**src/rtl/fma16_operand_unpack.sv**
```systemverilog
`default_nettype none
// +--------------------------------------------------------------------------+
// | fma16_operand_unpack: op substitution + binary16 class decode behind a   |
// | 2-entry skid buffer. FMA16_SUBNORM_EN keeps subnormals (else flush).     |
// | Revision: 1.0                                                            |
// +--------------------------------------------------------------------------+
module fma16_operand_unpack #(
  parameter logic [15:0] QNAN = 16'h7E00,
  parameter logic [15:0] ONE  = 16'h3C00
) (
  input  logic        clk,
  input  logic        reset_n,
  input  logic        in_valid,
  output logic        in_ready,
  input  logic [15:0] x,
  input  logic [15:0] y,
  input  logic [15:0] z,
  input  logic        mul,
  input  logic        add,
  output logic        out_valid,
  input  logic        out_ready,
  output logic        xs,
  output logic        ys,
  output logic        zs,
  output logic [4:0]  xe,
  output logic [4:0]  ye,
  output logic [4:0]  ze,
  output logic [10:0] xm,
  output logic [10:0] ym,
  output logic [10:0] zm,
  output logic        xZero,
  output logic        yZero,
  output logic        zZero,
  output logic        xInf,
  output logic        yInf,
  output logic        zInf,
  output logic        xNan,
  output logic        yNan,
  output logic        zNan,
  output logic        xNormal,
  output logic        yNormal,
  output logic        zNormal,
  output logic        anySnan,
  output logic [15:0] nan_out,
  output logic        mul_q,
  output logic        add_q,
  output logic [15:0] x_q
);

  typedef struct packed {
    logic        s;
    logic [4:0]  e;
    logic [10:0] m;
    logic        zero;
    logic        inf;
    logic        nan;
    logic        normal;
  } op_t;

  typedef struct packed {
    op_t         ox;
    op_t         oy;
    op_t         oz;
    logic        snan;
    logic [15:0] nan_val;
    logic        mul;
    logic        add;
    logic [15:0] raw_x;
  } bundle_t;

  function automatic op_t decode(input logic [15:0] v);
    op_t d;
    d   = '0;
    d.s = v[15];
    if (v[14:10] == 5'd0) begin
      if (v[9:0] == 10'd0) begin
        d.zero = 1'b1;
      end else begin
`ifdef FMA16_SUBNORM_EN
        d.e = 5'd1;
        d.m = {1'b0, v[9:0]};
`else
        d.zero = 1'b1;
`endif
      end
    end else begin
      // Hidden bit follows a nonzero exponent, including inf/NaN encodings.
      d.e = v[14:10];
      d.m = {1'b1, v[9:0]};
      if (v[14:10] == 5'd31) begin
        d.inf = (v[9:0] == 10'd0);
        d.nan = (v[9:0] != 10'd0);
      end else begin
        d.normal = 1'b1;
      end
    end
    return d;
  endfunction

  function automatic logic is_snan(input logic [15:0] v);
    return (&v[14:10]) && (|v[9:0]) && !v[9];
  endfunction

  logic [15:0] y_eff;
  logic [15:0] z_eff;
  bundle_t     in_bundle;
  bundle_t     main_q, skid_q, main_d, skid_d;
  logic        main_valid, skid_valid, mv_d, sv_d;
  logic        in_ready_q;
  logic        accept, drain;

  always_comb begin
    y_eff             = mul ? y : ONE;
    z_eff             = add ? z : 16'h8000;
    in_bundle.ox      = decode(x);
    in_bundle.oy      = decode(y_eff);
    in_bundle.oz      = decode(z_eff);
    in_bundle.snan    = is_snan(x) | is_snan(y_eff) | is_snan(z_eff);
    in_bundle.nan_val = (in_bundle.ox.nan | in_bundle.oy.nan | in_bundle.oz.nan) ? QNAN : 16'h0000;
    in_bundle.mul     = mul;
    in_bundle.add     = add;
    in_bundle.raw_x   = x;
  end

  // Skid is only ever filled while main is stalled, so it always holds the younger bundle.
  always_comb begin
    main_d = main_q;
    skid_d = skid_q;
    mv_d   = main_valid;
    sv_d   = skid_valid;
    accept = in_valid & in_ready_q;
    drain  = main_valid & out_ready;
    if (drain) begin
      if (skid_valid) begin
        main_d = skid_q;
        sv_d   = 1'b0;
      end else begin
        mv_d = accept;
        if (accept) main_d = in_bundle;
      end
    end else if (accept) begin
      if (!main_valid) begin
        main_d = in_bundle;
        mv_d   = 1'b1;
      end else begin
        skid_d = in_bundle;
        sv_d   = 1'b1;
      end
    end
  end

  always_ff @(posedge clk or negedge reset_n) begin
    if (!reset_n) begin
      main_q     <= '0;
      skid_q     <= '0;
      main_valid <= 1'b0;
      skid_valid <= 1'b0;
      in_ready_q <= 1'b1;
    end else begin
      main_q     <= main_d;
      skid_q     <= skid_d;
      main_valid <= mv_d;
      skid_valid <= sv_d;
      in_ready_q <= !sv_d;
    end
  end

  assign in_ready  = in_ready_q;
  assign out_valid = main_valid;
  assign xs        = main_q.ox.s;
  assign ys        = main_q.oy.s;
  assign zs        = main_q.oz.s;
  assign xe        = main_q.ox.e;
  assign ye        = main_q.oy.e;
  assign ze        = main_q.oz.e;
  assign xm        = main_q.ox.m;
  assign ym        = main_q.oy.m;
  assign zm        = main_q.oz.m;
  assign xZero     = main_q.ox.zero;
  assign yZero     = main_q.oy.zero;
  assign zZero     = main_q.oz.zero;
  assign xInf      = main_q.ox.inf;
  assign yInf      = main_q.oy.inf;
  assign zInf      = main_q.oz.inf;
  assign xNan      = main_q.ox.nan;
  assign yNan      = main_q.oy.nan;
  assign zNan      = main_q.oz.nan;
  assign xNormal   = main_q.ox.normal;
  assign yNormal   = main_q.oy.normal;
  assign zNormal   = main_q.oz.normal;
  assign anySnan   = main_q.snan;
  assign nan_out   = main_q.nan_val;
  assign mul_q     = main_q.mul;
  assign add_q     = main_q.add;
  assign x_q       = main_q.raw_x;

endmodule
`default_nettype wire

```
**config.mk**
```make
export PLATFORM = sky130hd
export DESIGN_NAME = fma16_operand_unpack
export DESIGN_NICKNAME = d
export VERILOG_FILES = /design/src/rtl/fma16_operand_unpack.sv
export SDC_FILE = /design/constraint.sdc
export NUM_CORES = 1
export LEC_CHECK = 0
export ABC_CLOCK_PERIOD_IN_PS = 2000
export BUFFER_PORTS_ARGS = -buffer_cell sky130_fd_sc_hd__buf_2
export CORE_UTILIZATION = 55
export DETAILED_ROUTE_END_ITERATION = 8
export PLACE_DENSITY = 0.8
export SLEW_MARGIN = 20
export SYNTH_ARGS = -nofsm -noshare
export SYNTH_HDL_FRONTEND = slang
export SYNTH_SLANG_ARGS = --single-unit
```
**constraint.sdc**
```tcl
create_clock -name clk -period 2 [get_ports clk]
set_clock_uncertainty 0.1 [all_clocks]
set_input_delay 0.1 -clock clk [delete_from_list [all_inputs] [get_ports clk]]
set_output_delay 0.1 -clock clk [all_outputs]
set_load 0.02 [all_outputs]
```
Word level (Yosys, flattened, before mapping):

Cells that the tools add are included.

* flip-flop bits (word level): 199
* bits of input ports: 54
* output and inout bits: 100
* word-level logic and storage cells: 126

* equality and inequality tests: 5
* reduce and logical (&&, ||, !) cells: 30
* multiplexer cells: 29
* bitwise gates (word level): 7

Operators with widths (count)
* 98-bit 2-to-1 mux: 5
* 16-bit 2-to-1 mux: 5
* 10-bit logical NOT: 3
* 10-bit nonzero test: 3
* 10-bit OR reduction: 3
* 5-bit equality test (second input constant): 3
* 5-bit logical NOT: 3
* 15-bit 2-to-1 mux: 1
* 5-bit AND reduction: 3
* 1-bit 2-to-1 mux: 12
* 3-bit 2-to-1 mux: 3
* 1-bit logical AND: 6
* 2-bit 2-to-1 mux: 3
* 3-bit AND reduction: 2
* 1-bit logical NOT: 4
* 1-bit bitwise OR: 4
* 2-bit nonzero test: 2
* 1-bit AND: 2
* 2-bit by 1-bit != test with 1-bit output (second input constant): 1
* 2-bit != test (second input constant): 1
* 2-bit AND reduction: 1
* 1-bit inverter: 1

Logic depth before layout (Yosys ltp):

* word-level depth: 10
* gate-level depth with buffers: 8
* gate-level depth less buffers: 5

Least setup slack after synthesis:

Ideal clock, no wire load.

* path type: reg-to-reg
* start: register main_valid (netlist: out_valid)
* end: register main_q (netlist bit ym[5])
* slack: 279 ps
* library setup time: 65 ps
* stages on the path, launching flop included: 8
* arrival: 1556 ps
* period minus slack after synthesis: 1721 ps
* required time: 1835 ps
* buffers on the path: 2
* cell sequence: dfrtp_1 > buf_2 > a22o_1 > o21ai_2 > clkbuf_1 > a21oi_1 > o21ai_0 > o21a_1

* cells in the longest elaborated chain, start to end: 3
* elaborated cells on any way between the ends: 5
* those cells by class: eq/ne (1); mux (1); bitwise (1); reduce/logical (2)

Ends and longest elaborated chain
* start: declaration: RTL line 108 `logic main_valid, skid_valid, mv_d, sv_d;`
* start signal: assignment: RTL line 162 `main_valid <= mv_d;`
* 1-bit AND: RTL line 132 `drain = main_valid & out_ready;`
* 2-bit by 1-bit != test with 1-bit output (no source line) or 2-bit nonzero test (tied branches)
* 3-bit AND reduction (no source line)
* end signal: assignment: RTL line 160 `main_q <= main_d;`
* end: declaration: RTL line 107 `bundle_t main_q, skid_q, main_d, skid_d;`

Several ways; a longest one is shown, not always the timed one.
A chain may end at the register's enable or synchronous reset.

Final worst setup path:

* start: register in_ready_q (netlist: in_ready)
* end: register skid_q[76] (netlist bit)

* cells in the longest elaborated chain, start to end: 2

Ends and longest elaborated chain
* start: declaration: RTL line 109 `logic in_ready_q;`
* start signal: assignment: RTL line 164 `in_ready_q <= !sv_d;`
* 1-bit AND: RTL line 131 `accept = in_valid & in_ready_q;`
* 3-bit AND reduction (no source line)
* end signal: assignment: RTL line 161 `skid_q <= skid_d;`
* end: declaration: RTL line 107

Every way passes these cells.

==> metrics.md <==
| Metric | Value |
|---|---|
| Status | `finished, final reports clean` |
| Req. time, crit path | `2.27 ns` |
| Starting Density | `0.5718` |
| Synth area leaders | `dfrtp_1, nand2_1, o21ai_0` |
| Clk sinks | `167` |
| Min cycle time layout | `1.919 ns` |
| Row Count | `41` |
| Crit path launch type | `flip-flop` |
| Main combinational cell family by area after synthesis | `simple AND/OR/NAND/NOR gates` |
| Finish-stage setup viols | `0` |
| I/O Buffers | `143` |
| Tot GR Track Use | `0.2905` |
| Top cell type's share of synthesized area | `0.5687` |
| Largest net degree at the start of global routing | `52` |
| Final GP Congestion | `0.8013` |
| Leak pwr | `4.558 nW` |
| Iteration-0 DRC Markers | `~560` |
| Die footprint | `between 10000 and 15000 um2` |
| Via Count | `6344` |
| Worst rel slew slack | `0.5267` |
| MaxCap Viol Count | `0` |
| Final Hold Fails | `0` |
| TritonCTS Buffers | `17` |
| Synth-to-Final Area Change | `27.65%` |
| Crit Path Max Fanout | `11` |
| Placed Area | `8173 um2` |
| Multiplexer area fraction after synthesis | `0` |
| Critical Path AT | `2.19 ns` |
| Die width | `117.2 um` |
| Adder-cell area share of the yosys netlist | `0` |
| Drt drc | `0` |
| Synth Area per Inst | `9.177 um2` |
| Ant diodes | `0` |
| Post-route ant nets | `0` |
| Drt pass-1 iters | `7` |
| Core Util, Final | `0.7299` |
| Latest clock arrival within the worst-skew pair | `0.43 ns` |
| Layout cell share with drive strength beyond 1 | `0.2205` |
| Chip height | `117.2 um` |
| Compound-Gate Fraction of Synth Area | `0.1655` |
| Vias per cell | `around 5.5` |
| Top_reg_cell synth | `dfrtp_1` |
| Yosys warns | `0` |
| CTS max path bufs | `2` |
| Total wire length | `18780 um` |
| First-pass GRT wire length | `30060 um` |
| Pwr Density | `1571 nW/um2` |
| Root Buffer | `clkbuf_16` |
| Most frequent cell after synthesis | `nand2_1` |
| Syn Std Cell Area | `7305 um2` |
| GR Overflow Total | `0` |
| Worst VDD drop | `0.0009084 V` |
| TritonCTS clock tree | `done` |
| Pins over their slew limit | `0` |
| Area leader, netlist | `dfrtp_1` |
| CTS clock-pin slew for the worst setup and hold paths | `about 0.060 ns` |
| Number of global-route vias before repair | `5917` |
| Post-synth ARST share | `1.000` |
| Initial antenna violation count | `0` |
| I/O Pins | `roughly 150` |
| Final nets | `1027` |
| CP Class | `flip-flop to flip-flop` |
| Post-route cell area | `9324 um2` |
| Post-synthesis sequential area ratio | `0.5723` |
| Final period util | `0.9594` |
| Slew @ Worst Pin | `0.7091 ns` |
| Fmax | `521.2 MHz` |
| Post-synth EDFFs | `0` |
| Unique masters post-synth | `just over 40` |
| Mapped Cells | `~800` |
| DPL Wire Length | `11760 um` |
| Post-synthesis register bit count | `167` |
| CP endpoint kind | `flip-flop` |
| H-tree Lvls | `4` |
| Post-synthesis simple-gate area fraction | `0.2020` |
| Drt wl/cell | `roughly 16 um` |
| Top cells by count, synth | `nand2_1, dfrtp_1, nor2_1, o21ai_0, a21oi_1` |
| Core area | `12770 um2` |
| Hold Crit Class | `primary input to asynchronous set/reset pin` |
| XOR/XNOR share of the synthesized area | `0` |
-- repair_timing --
item | 4_1_cts | 5_1_grt
endpoints found under the hold margin | 234 | 0
gates resized for setup | 0 | 4
setup buffers | 0 | 1
hold buffers | 54 | 0
endpoints found under the setup margin | 0 | 2
-- cells by family (layout without fill, tap and decap cells) --
kind of cell	after synthesis	in the layout
other	1	10
AO/OA/AOI/OAI	195	195
AND/OR/NAND/NOR	356	356
flip-flops	167	167
buffers and inverters	77	256
-- state kept, by name, summed over array words and instances (netlist names), 5 cells and up --
register  count
zm           11
ze            5
x_q          15
ye            5
ym           11
skid_q       82
xm           11
xe            5
-- report_power, final --
| part | total [mW] | leakage [nW] | internal, mW | switching, mW |
|---|---|---|---|---|
| sequential | 5.83 | 2.06 | 4.92 | 0.917 |
| clock | 3.28 | 0.289 | 2.01 | 1.27 |
| combinational | 5.53 | 2.21 | 2.02 | 3.51 |
| total | 14.6 | 4.56 | 8.94 | 5.70 |
-- metrics by stage --
stage               power (mW)  setup TNS (ns)  setup WS, ns  cells  hold WS (ns)
finish                   14.64               0       0.08125   1156        0.1018
global route             15.55        -0.01773      -0.01773   1156        0.1290
CTS                      14.64               0       0.03037   1155        0.1053
detailed placement       11.24               0        0.2267   1071     -0.006636
global placement         11.04               0        0.2638   1071     -0.009865
floorplan                9.369               0        0.2791    805       -0.2956
-- cells in the final DEF, fill, tap and decap left out, drive strengths merged, types with 12 or more instances in the layout --
| cell type | synthesis | routed |
|---|---|---|
| nand2 | 214 | 214 |
| buf | 45 | 168 |
| dfrtp | 166 | 166 |
| nor2 | 74 | 74 |
| o21ai | 74 | 74 |
| a21oi | 54 | 54 |
| dlygate4sd3 | 0 | 54 |
| nand3 | 28 | 28 |
| a31oi | 21 | 21 |
| clkbuf | 28 | 21 |
| and3 | 13 | 13 |
| o21a | 12 | 12 |
-- path summary, 6_finish.rpt --
kind	startpoint	to	slack, ns	cells after the start
max	in_ready$_DFF_PN1_	skid_q[76]$_DFFE_PN0P_	0.08	6
min	reset_n	skid_q[66]$_DFFE_PN0P_	0.10	2
max reg2reg	in_ready$_DFF_PN1_	skid_q[76]$_DFFE_PN0P_	0.08	6
min reg2reg	xe[3]$_DFFE_PN0P_	xe[3]$_DFFE_PN0P_	0.38	2
max in group asynchronous	reset_n	xm[5]$_DFFE_PN0P_	1.00	3
min in group clk	x[15]	skid_q[97]$_DFFE_PN0P_	0.32	4
-- final cells by class --
class / instances / area [um2]
fillers: 884 / 3450
inverters: 4 / 15.01
repair buffers: 222 / 1554
well taps: 172 / 215.2
clock inverters: 9 / 126.4
flip-flops and latches: 167 / 4182
clock buffers: 21 / 460.4
multi-input cells: 561 / 2771
-- critical path, stage by stage (launching register included) --
cell and delay [ns]:
dfstp_2 0.57, nand3_2 0.13, nor2_4 0.18, buf_6 0.17
nand3_1 0.08, dlygate4sd3_1 0.58, nand2_1 0.06
-- per-layer routing --
layer	up-vias	track usage	share of wire
met2	243	0.4639	0.48
met4	0	0.08186	0.014
met3	22	0.06179	0.060
li1	3012	-	-
met1	3067	0.4035	0.44
met5	-	0	0
No activity file was read; power rests on OpenSTA's default activity.
